--- src/rtl/prt_dp_app_ram_arb_pkg.sv ---
// Shared types and constants for the two-master application RAM arbiter.
package prt_dp_app_ram_arb_pkg;

  typedef enum logic [1:0] {IDLE, REQ, ACK} arb_sta_t;
  typedef logic arb_gnt_t;

  localparam arb_gnt_t P_GNT_M0 = 1'b0;
  localparam arb_gnt_t P_GNT_M1 = 1'b1;

  localparam int P_DAT_WIDTH = 32;
  localparam int P_MSK_WIDTH = P_DAT_WIDTH / 8;

endpackage

--- src/rtl/prt_dp_app_ram_if.sv ---
// Application RAM bus: the mst side drives request fields and write data (dout), the slv side answers.
interface prt_dp_app_ram_if
  import prt_dp_app_ram_arb_pkg::*;
#(
  parameter int P_ADR_WIDTH = 16
);

  logic [P_ADR_WIDTH-1:0] adr;
  logic                   wr;
  logic [P_MSK_WIDTH-1:0] msk;
  logic [P_DAT_WIDTH-1:0] din;
  logic [P_DAT_WIDTH-1:0] dout;
  logic                   req;
  logic                   ack;

  modport mst (output adr, wr, msk, dout, req, input din, ack);
  modport slv (input adr, wr, msk, din, req, output dout, ack);

endinterface

--- src/rtl/prt_dp_app_ram_arb_rr.sv ---
// Combinational two-way round-robin pick: a tie goes to the master that did not own the last transaction.
module prt_dp_app_ram_arb_rr
  import prt_dp_app_ram_arb_pkg::*;
(
  input  logic [1:0] req_i,
  input  arb_gnt_t   last_i,
  output arb_gnt_t   gnt_o,
  output logic       vld_o
);

  always_comb begin
    vld_o = |req_i;
    gnt_o = P_GNT_M0;
    if (req_i == 2'b11) begin
      gnt_o = ~last_i;
    end else if (req_i[1]) begin
      gnt_o = P_GNT_M1;
    end
  end

endmodule

--- src/rtl/prt_dp_app_ram_arb.sv ---
// Two-master round-robin arbiter in front of the application RAM, one transaction in flight.
// Define PRT_DP_APP_RAM_ARB_TIMEOUT_EN to add the slave-ack watchdog that answers with P_TIMEOUT_DAT.
module prt_dp_app_ram_arb
  import prt_dp_app_ram_arb_pkg::*;
#(
  parameter int                     P_ADR_WIDTH   = 16,
  parameter int                     P_TIMEOUT     = 1024,
  parameter logic [P_DAT_WIDTH-1:0] P_TIMEOUT_DAT = 32'hDEADBEEF
) (
  input  logic          CLK_IN,
  input  logic          RST_IN,
  prt_dp_app_ram_if.slv M0_IF,
  prt_dp_app_ram_if.slv M1_IF,
  prt_dp_app_ram_if.mst RAM_IF,
  output logic          GNT_OUT,
  output logic          TO_OUT
);

  arb_sta_t               sta_q, sta_d;
  arb_gnt_t               gnt_q, gnt_d;
  logic                   ramReq_q, ramReq_d;
  logic                   ramWr_q, ramWr_d;
  logic [P_MSK_WIDTH-1:0] ramMsk_q, ramMsk_d;
  logic [P_ADR_WIDTH-1:0] ramAdr_q, ramAdr_d;
  logic [P_DAT_WIDTH-1:0] ramDat_q, ramDat_d;
  logic                   m0Ack_q, m0Ack_d;
  logic                   m1Ack_q, m1Ack_d;
  logic [P_DAT_WIDTH-1:0] m0Dat_q, m0Dat_d;
  logic [P_DAT_WIDTH-1:0] m1Dat_q, m1Dat_d;
  logic                   to_q, to_d;

  arb_gnt_t               rrGnt;
  logic                   rrVld;
  logic                   toExp;
  logic [P_DAT_WIDTH-1:0] rtnDat;

  prt_dp_app_ram_arb_rr rrArb (
    .req_i  ({M1_IF.req, M0_IF.req}),
    .last_i (gnt_q),
    .gnt_o  (rrGnt),
    .vld_o  (rrVld)
  );

`ifdef PRT_DP_APP_RAM_ARB_TIMEOUT_EN
  localparam int P_CNT_W = $clog2(P_TIMEOUT);

  logic [P_CNT_W-1:0] cnt_q, cnt_d;

  // Held at zero outside REQ so every transaction starts its wait count fresh.
  always_comb begin
    cnt_d = '0;
    if (sta_q == REQ) cnt_d = cnt_q + P_CNT_W'(1);
  end

  always_ff @(posedge CLK_IN) begin
    if (RST_IN) cnt_q <= '0;
    else        cnt_q <= cnt_d;
  end

  assign toExp = (sta_q == REQ) && (cnt_q == P_CNT_W'(P_TIMEOUT - 1));
`else
  logic unusedTimeout;

  assign unusedTimeout = (P_TIMEOUT > 1);
  assign toExp         = 1'b0;
`endif

  // A real slave ack always beats a watchdog expiry in the same cycle.
  assign rtnDat = RAM_IF.ack ? RAM_IF.din : P_TIMEOUT_DAT;

  always_ff @(posedge CLK_IN) begin
    if (RST_IN) begin
      sta_q    <= IDLE;
      gnt_q    <= P_GNT_M1;
      ramReq_q <= 1'b0;
      ramWr_q  <= 1'b0;
      ramMsk_q <= '0;
      ramAdr_q <= '0;
      ramDat_q <= '0;
      m0Ack_q  <= 1'b0;
      m1Ack_q  <= 1'b0;
      m0Dat_q  <= '0;
      m1Dat_q  <= '0;
      to_q     <= 1'b0;
    end else begin
      sta_q    <= sta_d;
      gnt_q    <= gnt_d;
      ramReq_q <= ramReq_d;
      ramWr_q  <= ramWr_d;
      ramMsk_q <= ramMsk_d;
      ramAdr_q <= ramAdr_d;
      ramDat_q <= ramDat_d;
      m0Ack_q  <= m0Ack_d;
      m1Ack_q  <= m1Ack_d;
      m0Dat_q  <= m0Dat_d;
      m1Dat_q  <= m1Dat_d;
      to_q     <= to_d;
    end
  end

  // ACK always falls back to IDLE so a req still high in the ack cycle is never taken again.
  always_comb begin
    sta_d = sta_q;
    unique case (sta_q)
      IDLE:    if (rrVld) sta_d = REQ;
      REQ:     if (RAM_IF.ack || toExp) sta_d = ACK;
      default: sta_d = IDLE;
    endcase
  end

  always_comb begin
    gnt_d    = gnt_q;
    ramReq_d = ramReq_q;
    ramWr_d  = ramWr_q;
    ramMsk_d = ramMsk_q;
    ramAdr_d = ramAdr_q;
    ramDat_d = ramDat_q;
    m0Ack_d  = 1'b0;
    m1Ack_d  = 1'b0;
    m0Dat_d  = m0Dat_q;
    m1Dat_d  = m1Dat_q;
    to_d     = 1'b0;
    unique case (sta_q)
      IDLE: begin
        if (rrVld) begin
          gnt_d    = rrGnt;
          ramReq_d = 1'b1;
          if (rrGnt == P_GNT_M1) begin
            ramWr_d  = M1_IF.wr;
            ramMsk_d = M1_IF.msk;
            ramAdr_d = M1_IF.adr;
            ramDat_d = M1_IF.din;
          end else begin
            ramWr_d  = M0_IF.wr;
            ramMsk_d = M0_IF.msk;
            ramAdr_d = M0_IF.adr;
            ramDat_d = M0_IF.din;
          end
        end
      end
      REQ: begin
        if (RAM_IF.ack || toExp) begin
          ramReq_d = 1'b0;
          to_d     = !RAM_IF.ack;
          if (gnt_q == P_GNT_M1) begin
            m1Ack_d = 1'b1;
            m1Dat_d = rtnDat;
          end else begin
            m0Ack_d = 1'b1;
            m0Dat_d = rtnDat;
          end
        end
      end
      default: ;
    endcase
  end

  assign RAM_IF.req  = ramReq_q;
  assign RAM_IF.wr   = ramWr_q;
  assign RAM_IF.msk  = ramMsk_q;
  assign RAM_IF.adr  = ramAdr_q;
  assign RAM_IF.dout = ramDat_q;
  assign M0_IF.ack   = m0Ack_q;
  assign M0_IF.dout  = m0Dat_q;
  assign M1_IF.ack   = m1Ack_q;
  assign M1_IF.dout  = m1Dat_q;
  assign GNT_OUT     = gnt_q;
  assign TO_OUT      = to_q;

endmodule

--- src/flat_wrapper.sv ---
// flat-port wrapper written by rule: the top's interface ports become plain ports
module prt_dp_app_ram_arb_flat import prt_dp_app_ram_arb_pkg::*;
#(
  parameter int                     P_ADR_WIDTH   = 16,
  parameter int                     P_TIMEOUT     = 1024,
  parameter logic [P_DAT_WIDTH-1:0] P_TIMEOUT_DAT = 32'hDEADBEEF
)
  (CLK_IN, RST_IN, GNT_OUT, TO_OUT, M0_IF_adr, M0_IF_wr, M0_IF_msk, M0_IF_din, M0_IF_req, M0_IF_dout, M0_IF_ack, M1_IF_adr, M1_IF_wr, M1_IF_msk, M1_IF_din, M1_IF_req, M1_IF_dout, M1_IF_ack, RAM_IF_adr, RAM_IF_wr, RAM_IF_msk, RAM_IF_dout, RAM_IF_req, RAM_IF_din, RAM_IF_ack);
  prt_dp_app_ram_if #(.P_ADR_WIDTH(P_ADR_WIDTH)) M0_IF_i ();
  prt_dp_app_ram_if #(.P_ADR_WIDTH(P_ADR_WIDTH)) M1_IF_i ();
  prt_dp_app_ram_if #(.P_ADR_WIDTH(P_ADR_WIDTH)) RAM_IF_i ();
  input  logic CLK_IN;
  input  logic RST_IN;
  output logic GNT_OUT;
  output logic TO_OUT;
  input wire logic [$bits(M0_IF_i.adr)-1:0] M0_IF_adr;
  input wire logic [$bits(M0_IF_i.wr)-1:0] M0_IF_wr;
  input wire logic [$bits(M0_IF_i.msk)-1:0] M0_IF_msk;
  input wire logic [$bits(M0_IF_i.din)-1:0] M0_IF_din;
  input wire logic [$bits(M0_IF_i.req)-1:0] M0_IF_req;
  output wire logic [$bits(M0_IF_i.dout)-1:0] M0_IF_dout;
  output wire logic [$bits(M0_IF_i.ack)-1:0] M0_IF_ack;
  input wire logic [$bits(M1_IF_i.adr)-1:0] M1_IF_adr;
  input wire logic [$bits(M1_IF_i.wr)-1:0] M1_IF_wr;
  input wire logic [$bits(M1_IF_i.msk)-1:0] M1_IF_msk;
  input wire logic [$bits(M1_IF_i.din)-1:0] M1_IF_din;
  input wire logic [$bits(M1_IF_i.req)-1:0] M1_IF_req;
  output wire logic [$bits(M1_IF_i.dout)-1:0] M1_IF_dout;
  output wire logic [$bits(M1_IF_i.ack)-1:0] M1_IF_ack;
  output wire logic [$bits(RAM_IF_i.adr)-1:0] RAM_IF_adr;
  output wire logic [$bits(RAM_IF_i.wr)-1:0] RAM_IF_wr;
  output wire logic [$bits(RAM_IF_i.msk)-1:0] RAM_IF_msk;
  output wire logic [$bits(RAM_IF_i.dout)-1:0] RAM_IF_dout;
  output wire logic [$bits(RAM_IF_i.req)-1:0] RAM_IF_req;
  input wire logic [$bits(RAM_IF_i.din)-1:0] RAM_IF_din;
  input wire logic [$bits(RAM_IF_i.ack)-1:0] RAM_IF_ack;
  assign M0_IF_i.adr = M0_IF_adr;
  assign M0_IF_i.wr = M0_IF_wr;
  assign M0_IF_i.msk = M0_IF_msk;
  assign M0_IF_i.din = M0_IF_din;
  assign M0_IF_i.req = M0_IF_req;
  assign M0_IF_dout = M0_IF_i.dout;
  assign M0_IF_ack = M0_IF_i.ack;
  assign M1_IF_i.adr = M1_IF_adr;
  assign M1_IF_i.wr = M1_IF_wr;
  assign M1_IF_i.msk = M1_IF_msk;
  assign M1_IF_i.din = M1_IF_din;
  assign M1_IF_i.req = M1_IF_req;
  assign M1_IF_dout = M1_IF_i.dout;
  assign M1_IF_ack = M1_IF_i.ack;
  assign RAM_IF_adr = RAM_IF_i.adr;
  assign RAM_IF_wr = RAM_IF_i.wr;
  assign RAM_IF_msk = RAM_IF_i.msk;
  assign RAM_IF_dout = RAM_IF_i.dout;
  assign RAM_IF_req = RAM_IF_i.req;
  assign RAM_IF_i.din = RAM_IF_din;
  assign RAM_IF_i.ack = RAM_IF_ack;
  prt_dp_app_ram_arb #(.P_ADR_WIDTH(P_ADR_WIDTH), .P_TIMEOUT(P_TIMEOUT), .P_TIMEOUT_DAT(P_TIMEOUT_DAT)) u_core (.CLK_IN(CLK_IN), .RST_IN(RST_IN), .M0_IF(M0_IF_i), .M1_IF(M1_IF_i), .RAM_IF(RAM_IF_i), .GNT_OUT(GNT_OUT), .TO_OUT(TO_OUT));
endmodule
--- config.mk ---
export PLATFORM = sky130hd
export DESIGN_NAME = prt_dp_app_ram_arb_flat
export DESIGN_NICKNAME = d
export VERILOG_FILES = /design/src/rtl/prt_dp_app_ram_arb_pkg.sv /design/src/rtl/prt_dp_app_ram_if.sv /design/src/rtl/prt_dp_app_ram_arb_rr.sv /design/src/rtl/prt_dp_app_ram_arb.sv /design/src/flat_wrapper.sv
export SDC_FILE = /design/constraint.sdc
export NUM_CORES = 1
export LEC_CHECK = 0
export ABC_AREA = 1
export BUFFER_PORTS_ARGS = -buffer_cell sky130_fd_sc_hd__buf_2
export CAP_MARGIN = 30
export CORE_UTILIZATION = 40
export CTS_BUF_LIST = sky130_fd_sc_hd__clkbuf_8
export CTS_CLUSTER_DIAMETER = 30
export DETAILED_ROUTE_END_ITERATION = 6
export PLACE_DENSITY_LB_ADDON = 0.1
export SETUP_SLACK_MARGIN = 0.05
export SYNTH_ARGS = -nofsm -noshare
export SYNTH_HDL_FRONTEND = slang
export SYNTH_SLANG_ARGS = --single-unit
--- constraint.sdc ---
create_clock -name CLK_IN -period 1.4 [get_ports CLK_IN]
set_input_delay 0.35 -clock CLK_IN [delete_from_list [all_inputs] [get_ports CLK_IN]]
set_output_delay 0.35 -clock CLK_IN [all_outputs]
set_load 0.005 [all_outputs]
==> run metrics, run 1 <==
Routed Antenna Nets=0; worst-case reg-to-reg path depth=8; GPL Wtd Cong=about 0.8; Die ar.=15200 µm²; YS warnings=0; clock slew at reported path FFs=0.07 ns; Hold-fix buffers, CTS=0; pwr dens=~1200 nW/µm²; Seq cells post-synth=124; global-route usage over all layers=0.197; Slew Viols, Final=0; routed via count=5966; cell family with most CP delay=flip-flops; IO Pins=approximately 270; Period minus WS final=roughly 1.3 ns; CP Data Required Time=1.05 ns; Cells after Synth=995; total power=between 0.009 and 0.01 W; skew final=0.0108 ns; Crit Path Class=reg -> out; clk buf depth=2; startpoint types=flop; min-delay src=RST_IN; drt wl/cell=10.5 µm; post-DP HPWL=11100 µm; Synth-to-Final Area Change=36.1%; diodes inserted=0; combinational share of power=0.204; first-pass GRT wire length=23100 µm; Net Sw Frac=0.277; CTS buffer count=17; post-synthesis sequential area ratio=0.422; Yosys cell types=18; aggregate global routing overflow=0; Post-Syn Area=5880 µm²; Die Y=123 µm; R2R Path End=u_core.RAM_IF.dout[7]; worst hold path class=in -> reg; status=finished, final reports clean; clock power share=0.372; clock latency on the worst-skew pair=0.44 ns; # setup viols final=0; proportion of layout cells with a drive suffix above 1=0.258; Worst EP arrival=0.94 ns; critical path's slowest cell=dfxtp_4; vias in the first global route=5051; nets=1397; DRT Wirelength=15200 µm; VDD IR max=0.520 mV; CTS tree=done; slowest cell delay on critical path=approximately 0.38 ns; setup TNS=0 ns; worst reg2reg setup slack=0.16 ns; Hold Path Stages=2; DRC Markers=0; buffers added on ports=264; Root Buffer=clkbuf_8; unrepaired setup endpoints after global routing=false; Die X-Extent=123 µm; crit path buf inv count=1; period utilization=0.919; Crit. Startpoint=u_core.GNT_OUT; Row Count=43; Initial Utilization=0.417; sw power=0.00259 W; clock tree sinks=~120; Flop pwr share=0.424; P_int=0.00676 W; via/cell ratio=4.12; Mean Syn Cell Area=5.91 µm²; crit-path cells=buf_2; depth of the CTS H-tree=4; worst hold endpoint=u_core.RAM_IF.req; syn nets=1138; r2r startpoint=u_core.sta_q[0]; max-cap check violation count=0; crit-path max FO=5; maximum clock rate=777 MHz; 1st-iter DRT viols=251; DR pass1 iterations=6; largest net degree at the start of global routing=66; final hold viol count=0; CP endpoint kind=output pin; Static Leak=slightly below 5 nW; Core ar.=14100 µm²; initial antenna violation count=1
## per-layer routing
layer  vias to the layer above  routed length (µm)  GRT usage
li1                       3311                   -          -
met1                      2448                6710      0.231
met2                       189                7060      0.332
met3                        18                1230     0.0655
met4                         0                 234     0.0753
met5                         -                   0          0
## timing repair
action                                  4_1_cts  5_1_grt
pin swaps                                     0        1
setup buffers                                 0        1
cloned                                        0        2
resized for setup                             2        4
endpoints found under the setup margin        1       11
## synthesized netlist by cell type
| cell type | number | share of area |
|---|---|---|
| nand4_1 | 1 | 0.0011 |
| nand3_1 | 3 | 0.0026 |
| inv_1 | 174 | 0.11 |
| o21ai_2 | 1 | 0.0015 |
| nor2_4 | 2 | 0.0038 |
| nor3_1 | 1 | 0.00085 |
| nand2_2 | 1 | 0.0011 |
| buf_2 | 24 | 0.020 |
| a21oi_1 | 1 | 0.00085 |
| buf_6 | 6 | 0.011 |
| conb_1 | 1 | 0.00064 |
| o21a_1 | 1 | 0.0013 |
| dfxtp_1 | 124 | 0.42 |
| clkbuf_1 | 9 | 0.0057 |
| buf_1 | 3 | 0.0019 |
| nor2_1 | 292 | 0.19 |
| buf_4 | 5 | 0.0064 |
| nand2_1 | 346 | 0.22 |
## worst max-delay path by stage
stage / endpoint / slack, ns / cells past startpoint
final: GNT_OUT / 0.11 / 1
after global routing: u_core.RAM_IF.dout[5] / 0.05 / 8
after CTS: GNT_OUT / 0.07 / 1
after detailed placement: u_core.RAM_IF.dout[28] / 0.05 / 7
after global placement: u_core.RAM_IF.dout[7] / 0.08 / 6
after floorplan: u_core.RAM_IF.adr[0] / 0.24 / 7
## metrics by stage
step	hold slack, ns	instances	utilization	area, µm²	setup WS [ns]
3_5_place_dp	0.463	1412	0.532	7500	0.0466
4_1_cts	0.108	1444	0.564	7950	0.0713
2_1_floorplan	0.419	995	-	5880	0.236
6_report	0.137	1447	0.568	8010	0.113
5_1_grt	0.125	1447	0.568	8010	0.0544
3_3_place_gp	0.456	1412	0.532	7500	0.0772
## power by group through the flow
stage / combinational, W / clock (W) / sequential, W
3_3_place_gp: 0.00187 / 0 / 0.00403
5_1_grt: 0.00220 / 0.00373 / 0.00399
4_1_cts: 0.00188 / 0.00358 / 0.00396
6_report: 0.00191 / 0.00348 / 0.00396
2_1_floorplan: 0.00102 / 0 / 0.00407
3_5_place_dp: 0.00187 / 0 / 0.00404
## logic make-up after synthesis
kind of cell,count (synthesis),synth area share
other,1,0.000638
flip-flops,124,0.422
AND/OR/NAND/NOR,646,0.417
AO/OA/AOI/OAI,3,0.00362
buffers and inverters,221,0.157
## sequential cells by signal, summed over array words and instances (netlist names)
register            count
u_core.M0_IF.ack        1
u_core.M1_IF.dout      32
u_core.GNT_OUT          1
u_core.RAM_IF.req       1
u_core.M1_IF.ack        1
u_core.M0_IF.dout      32
u_core.RAM_IF.msk       4
u_core.TO_OUT           1
u_core.sta_q            2
u_core.RAM_IF.wr        1
u_core.RAM_IF.dout     32
u_core.RAM_IF.adr      16
## placed cells by master (no fill, tap or decap), types with 2 or more instances in the layout
cell type	synthesis	layout
nand2_2	1	2
inv_1	174	173
nand3_1	3	3
nand2_1	346	344
nor2_4	2	2
buf_12	0	15
clkbuf_8	0	20
buf_4	5	5
clkinv_2	0	5
dfxtp_1	124	123
clkinv_4	0	2
bufinv_16	0	4
buf_2	24	264
nor2_1	292	292
## final cells by class
| class | count | area [µm²] |
|---|---|---|
| clock buffers | 20 | 275 |
| clock inverters | 12 | 169 |
| fillers | 1525 | 6090 |
| inverters | 174 | 654 |
| multi-input cells | 650 | 2490 |
| flip-flops and latches | 124 | 2490 |
| well taps | 180 | 225 |
| repair buffers | 287 | 1700 |
(Power assumes the default switching activity.)
==> inputs of run 2 (changes only) <==
--- a/constraint.sdc
+++ b/constraint.sdc
@@ -3,2 +3,2 @@
 set_output_delay 0.35 -clock CLK_IN [all_outputs]
-set_load 0.005 [all_outputs]
+set_load 0.1 [all_outputs]
==> run 2 against run 1 <==
Routed wire length grew 5.3%. Global-route usage grew 1.4 points. Combinational power grew to 2.6 times the previous value. Power grew 33%. Clock-buffer cell count is the same. Register-to-register slack lost 0.06 ns. Sequential cell count is the same. Largest power group is now combinational cells. Critical path type unchanged.
==> run metrics, run 2 (same netlist as run 1, synthesis figures left out) <==
status=finished, final reports clean; fillers=1187 (-22%); 1st-iter DRT viols=251 (unchanged); Crit. Startpoint=u_core.RAM_IF.dout[10]; # setup viols final=0 (unchanged); slowest cell delay on critical path=0.36 ns (-0.02 ns); clock latency on the worst-skew pair=0.44 ns (about the same); unrepaired setup endpoints after global routing=true; commonest non-fill, non-tap cell in the layout=nand2_1; Row Count=43 (unchanged); vias in the first global route=5267 (+4.3%); VDD IR max=0.712 mV (+37%); CP Data Required Time=1.05 ns (about the same); crit-path cells=buf_12; startpoint types=flop; Finished Core Util=0.709 (+0.141); crit path buf inv count=1 (unchanged); Period minus WS final=1.33 ns (+0.0399 ns); CTS tree=done; CP endpoint kind=output pin; final hold viol count=0 (unchanged); pre-CTS WS=0.0488 ns (+0.00220 ns); period utilization=0.948 (+0.0285); via/cell ratio=4.22 (+2.3%); Initial Utilization=0.417 (unchanged); cell family with most CP delay=flip-flops; Placed Cells=1410 (-0.14%); pwr dens=1250 nW/µm² (+6.9%); drt wl/cell=11.0 µm (+4.9%); worst reg2reg setup slack=0.10 ns (-0.06 ns); Worst EP arrival=0.98 ns (+0.04 ns); worst hold path class=in -> reg; maximum clock rate=754 MHz (-3.0%); critical path's slowest cell=dfxtp_2; IO Pins=265 (unchanged); final worst setup slack=0.0731 ns (-0.0399 ns); clk buf depth=2 (unchanged); max-cap check violation count=0 (unchanged); skew final=0.00998 ns (-0.000859 ns); Die ar.=15200 µm² (unchanged); Synth-to-Final Area Change=69.8%; Root Buffer=clkbuf_8; combinational share of power=0.392 (+0.188); Worst path depth=1 (unchanged); Flop pwr share=0.336 (-0.088); worst-case reg-to-reg path depth=8 (unchanged); commonest cells after routing, fill and taps aside=344 x nand2_1, 291 x nor2_1, 175 x inv_1; Hold-fix buffers, CTS=0 (unchanged); Hold Path Stages=3 (+1); setup TNS=0 ns (unchanged); clock slew at reported path FFs=0.07 ns (about the same); crit-path max FO=2 (-3); DRT Wirelength=16000 µm (+5.3%); DR pass1 iterations=4 (-2); diodes inserted=0 (unchanged); Die Y=123 µm (unchanged); proportion of layout cells with a drive suffix above 1=0.355 (+0.0973); Core ar.=14100 µm² (unchanged); GPL Wtd Cong=0.774 (-1.5%); min-delay src=RAM_IF_din[20]; r2r startpoint=u_core.GNT_OUT; fin cells=1452 (+0.35%); clock power share=0.272 (-0.100); largest net degree at the start of global routing=68 (+3.0%); Static Leak=5.39 nW (+9.7%); global-route usage over all layers=0.211 (+0.0141); initial antenna violation count=0 (-1); buffers added on ports=264 (unchanged); depth of the CTS H-tree=4 (unchanged); first-pass GRT wire length=24500 µm (+6.3%); aggregate global routing overflow=0 (unchanged); CTS buffer count=17 (unchanged); nets=1404 (+0.50%); post-DP HPWL=11400 µm (+2.6%); Slew Viols, Final=0 (unchanged); Crit Path Class=reg -> out; Sequential Area=2640 µm² (+6.3%); P_int=0.00769 W (+14%); sw power=0.00477 W (+84%); Routed Antenna Nets=0 (unchanged); total power=0.0125 W (+33%); DRC Markers=0 (unchanged); routed via count=6123 (+2.6%); Net Sw Frac=0.383 (+0.106); Die X-Extent=123 µm (unchanged); clock tree sinks=124 (unchanged); Multi-input gate area=2490 µm² (+0.10%)
## run 2: cell types whose count changed in the layout (fill, tap and decap cells not counted), moves of 2 or more
cell	previous run	this run
dfxtp_2	0	119
buf_12	15	132
buf_2	264	142
buf_4	5	16
clkinv_4	2	0
clkinv_2	5	3
inv_1	173	175
dfxtp_1	123	2
dfxtp_4	1	3
## run 2: metrics by stage
stage / area (µm²) / hold slack [ns]
6_report: 9990 / 0.147
5_1_grt: 9990 / 0.127
4_1_cts: 9850 / 0.115
3_5_place_dp: 9000 / 0.465
3_3_place_gp: 9000 / 0.456
2_1_floorplan: 5890 / 0.419
## run 2: worst min-delay path, stage by stage
cell and delay [ns]:
buf_2 0.09, nor2_1 0.04, nor2_1 0.08
## run 2: final timing paths
path,endpoint
worst min-delay path,u_core.M1_IF.dout[20]
worst max register to register,u_core.M0_IF.dout[14]
worst max-delay path,RAM_IF_dout[10]
worst min register to register,u_core.M0_IF.dout[25]
## run 2: layout make-up
type	count	area share
Sequential cell	124	0.265
Tap cell	180	0.0226
Clock buffer	20	0.0276
Inverter	174	0.0655
Timing Repair Buffer	294	0.355
Multi-Input combinational cell	650	0.250
Clock inverter	10	0.0149
## run 2: power groups by stage
stage | clock, W | combinational (W) | sequential (W)
after floorplan | 0 | 0.00103 | 0.00612
after global placement | 0 | 0.00470 | 0.00418
after detailed placement | 0 | 0.00472 | 0.00419
after CTS | 0.00349 | 0.00482 | 0.00419
after global routing | 0.00366 | 0.00519 | 0.00422
final | 0.00338 | 0.00489 | 0.00419
## run 2: timing repair
item                                   4_1_cts  5_1_grt
gates cloned                                 0        2
pin swaps                                    0        1
setup endpoints to repair                  122      164
buffers inserted                             2        8
gates resized for setup                    189        7
endpoints found under the hold margin        0        0
## run 2: routing by layer
metal  vias to the layer above  GRT usage  share of wire
met5                         -          0              0
met4                         0     0.0889          0.020
met3                        23     0.0872          0.082
met2                       192      0.364           0.50
li1                       3321          -              -
met1                      2587      0.227           0.40
==> inputs of run 3 (changes only) <==
--- a/config.mk
+++ b/config.mk
@@ -11,3 +11,3 @@
 export CORE_UTILIZATION = 40
-export CTS_BUF_LIST = sky130_fd_sc_hd__clkbuf_8
+export CTS_BUF_LIST = sky130_fd_sc_hd__clkbuf_4 sky130_fd_sc_hd__clkbuf_8 sky130_fd_sc_hd__clkbuf_16
 export CTS_CLUSTER_DIAMETER = 30
==> constraint.sdc (replaced) <==
create_clock -name CLK_IN -period 1.4 [get_ports CLK_IN]
set_input_delay 0.21 -clock CLK_IN [delete_from_list [all_inputs] [get_ports CLK_IN]]
set_output_delay 0.21 -clock CLK_IN [all_outputs]
set_load 0.1 [all_outputs]
==> run 3 against run 2 <==
Highest routed layer unchanged. Sequential share of layout area up 3.1 points. Core utilization fell by 11 points. Critical path depth unchanged. Clock power up 38%. Largest cell class is now multi-input gates. Global-route usage fell by 1.0 points. Cell count fell by 0.83%. Critical path type unchanged. Register-to-register slack gained 0.02 ns. Critical endpoint is now GNT_OUT.
==> run metrics, run 3 (same netlist as run 1, synthesis figures left out) <==
proportion of layout cells with a drive suffix above 1=0.254 (-0.101); final hold viol count=0 (unchanged); first-pass GRT wire length=23500 µm (-4.1%); startpoint types=flop; CTS buffer count=17 (unchanged); # setup viols final=0 (unchanged); post-DP HPWL=10400 µm (-8.4%); commonest cells after routing, fill and taps aside=345 x nand2_1, 292 x nor2_1, 172 x inv_1; Initial Utilization=0.417 (unchanged); crit path buf inv count=1 (unchanged); VDD IR max=0.846 mV (+19%); vias in the first global route=5130 (-2.6%); DRC Markers=0 (unchanged); max-cap check violation count=0 (unchanged); CP Data Required Time=1.19 ns (+0.14 ns); total power=0.0128 W (+2.3%); pwr dens=1510 nW/µm² (+21%); final hold slack=0.0383 ns (-0.109 ns); clock slew at reported path FFs=0.06 ns (about the same); fillers=1415 (+19%); Synth-to-Final Area Change=43.2%; Slew Viols, Final=0 (unchanged); routed via count=5962 (-2.6%); 1st-iter DRT viols=311 (+24%); Period minus WS final=1.29 ns (-0.0340 ns); depth of the CTS H-tree=4 (unchanged); Net Sw Frac=0.377 (-0.00561); CTS tree=done; Routed Antenna Nets=0 (unchanged); Root Buffer=clkbuf_16; Crit Path Class=reg -> out; period utilization=0.923 (-0.0243); clock power share=0.366 (+0.094); slowest cell delay on critical path=0.37 ns (about the same); CP endpoint kind=output pin; worst hold path class=in -> reg; critical path's slowest cell=dfxtp_4; Static Leak=4.96 nW (-7.8%); Hold Path Stages=3 (unchanged); Die X-Extent=123 µm (unchanged); Core ar.=14100 µm² (unchanged); IO Pins=265 (unchanged); crit-path cells=buf_4; aggregate global routing overflow=0 (unchanged); Worst EP arrival=1.08 ns (+0.10 ns); clk buf depth=2 (unchanged); P_int=0.00794 W (+3.3%); buffers added on ports=264 (unchanged); skew final=0.0109 ns (+0.000930 ns); unrepaired setup endpoints after global routing=false; DRT Wirelength=15600 µm (-2.7%); worst-case reg-to-reg path depth=8 (unchanged); cell family with most CP delay=flip-flops; DR pass1 iterations=6 (+2); Row Count=43 (unchanged); maximum clock rate=773 MHz (+2.6%); global-route usage over all layers=0.201 (-0.0103); clock latency on the worst-skew pair=0.42 ns (-0.02 ns); Flop pwr share=0.313 (-0.023); status=finished, final reports clean; clock tree sinks=124 (unchanged); nets=1389 (-1.1%); setup TNS=0 ns (unchanged); Hold-fix buffers, CTS=0 (unchanged); Worst path depth=1 (unchanged); commonest non-fill, non-tap cell in the layout=nand2_1; crit-path max FO=5 (+3); Die ar.=15200 µm² (unchanged); largest net degree at the start of global routing=71 (+4.4%); Die Y=123 µm (unchanged); via/cell ratio=4.14 (-1.8%); drt wl/cell=10.8 µm (-1.9%); GPL Wtd Cong=0.790 (+2.1%); combinational share of power=0.322 (-0.070); sw power=0.00481 W (+0.82%); initial antenna violation count=1 (+1)
[run 3: final cells by class]
class / count / area, µm² / share of cell area
inverters: 174 / 654 / 0.0777
clock inverters: 11 / 166 / 0.0198
repair buffers: 279 / 1930 / 0.229
well taps: 180 / 225 / 0.0267
multi-input cells: 650 / 2490 / 0.296
flip-flops and latches: 124 / 2490 / 0.295
clock buffers: 21 / 468 / 0.0556
diodes: 1 / 2.50 / 0.000297
[run 3: final timing paths]
path                            slack [ns]                    end              start
worst min register to register        0.47      u_core.RAM_IF.req  u_core.RAM_IF.req
worst max register to register        0.12   u_core.RAM_IF.msk[3]    u_core.sta_q[1]
worst min-delay path                  0.04  u_core.M1_IF.dout[23]     RAM_IF_din[23]
worst max-delay path                  0.11                GNT_OUT     u_core.GNT_OUT
[run 3: metrics by stage]
| stage | cells | cell area (µm²) | utilization | setup WS (ns) |
|---|---|---|---|---|
| floorplan | 995 | 5890 | - | 0.0605 |
| finish | 1440 | 8420 | 0.598 | 0.107 |
| global route | 1440 | 8420 | 0.598 | 0.0449 |
| detailed placement | 1403 | 7380 | 0.524 | 0.177 |
| CTS | 1435 | 8320 | 0.591 | 0.0821 |
| global placement | 1403 | 7380 | 0.524 | 0.203 |
[run 3: per-layer routing]
metal,vias up,share of wire,GRT usage
met4,0,0.015,0.0821
met1,2462,0.43,0.229
met3,18,0.086,0.0849
met5,-,0,0
met2,178,0.47,0.330
li1,3304,-,-
[run 3: power groups by stage]
stage | clock network (W) | registers [W] | logic (W)
2_1_floorplan | 0 | 0.00612 | 0.00103
3_3_place_gp | 0 | 0.00403 | 0.00388
4_1_cts | 0.00475 | 0.00398 | 0.00405
5_1_grt | 0.00492 | 0.00402 | 0.00439
6_report | 0.00466 | 0.00399 | 0.00410
3_5_place_dp | 0 | 0.00404 | 0.00388
[run 3: what timing repair did]
item / 4_1_cts / 5_1_grt
resized for setup: 122 / 2
pin swaps: 0 / 1
buffers inserted: 0 / 1
endpoints found under the setup margin: 122 / 12
cloned: 0 / 3
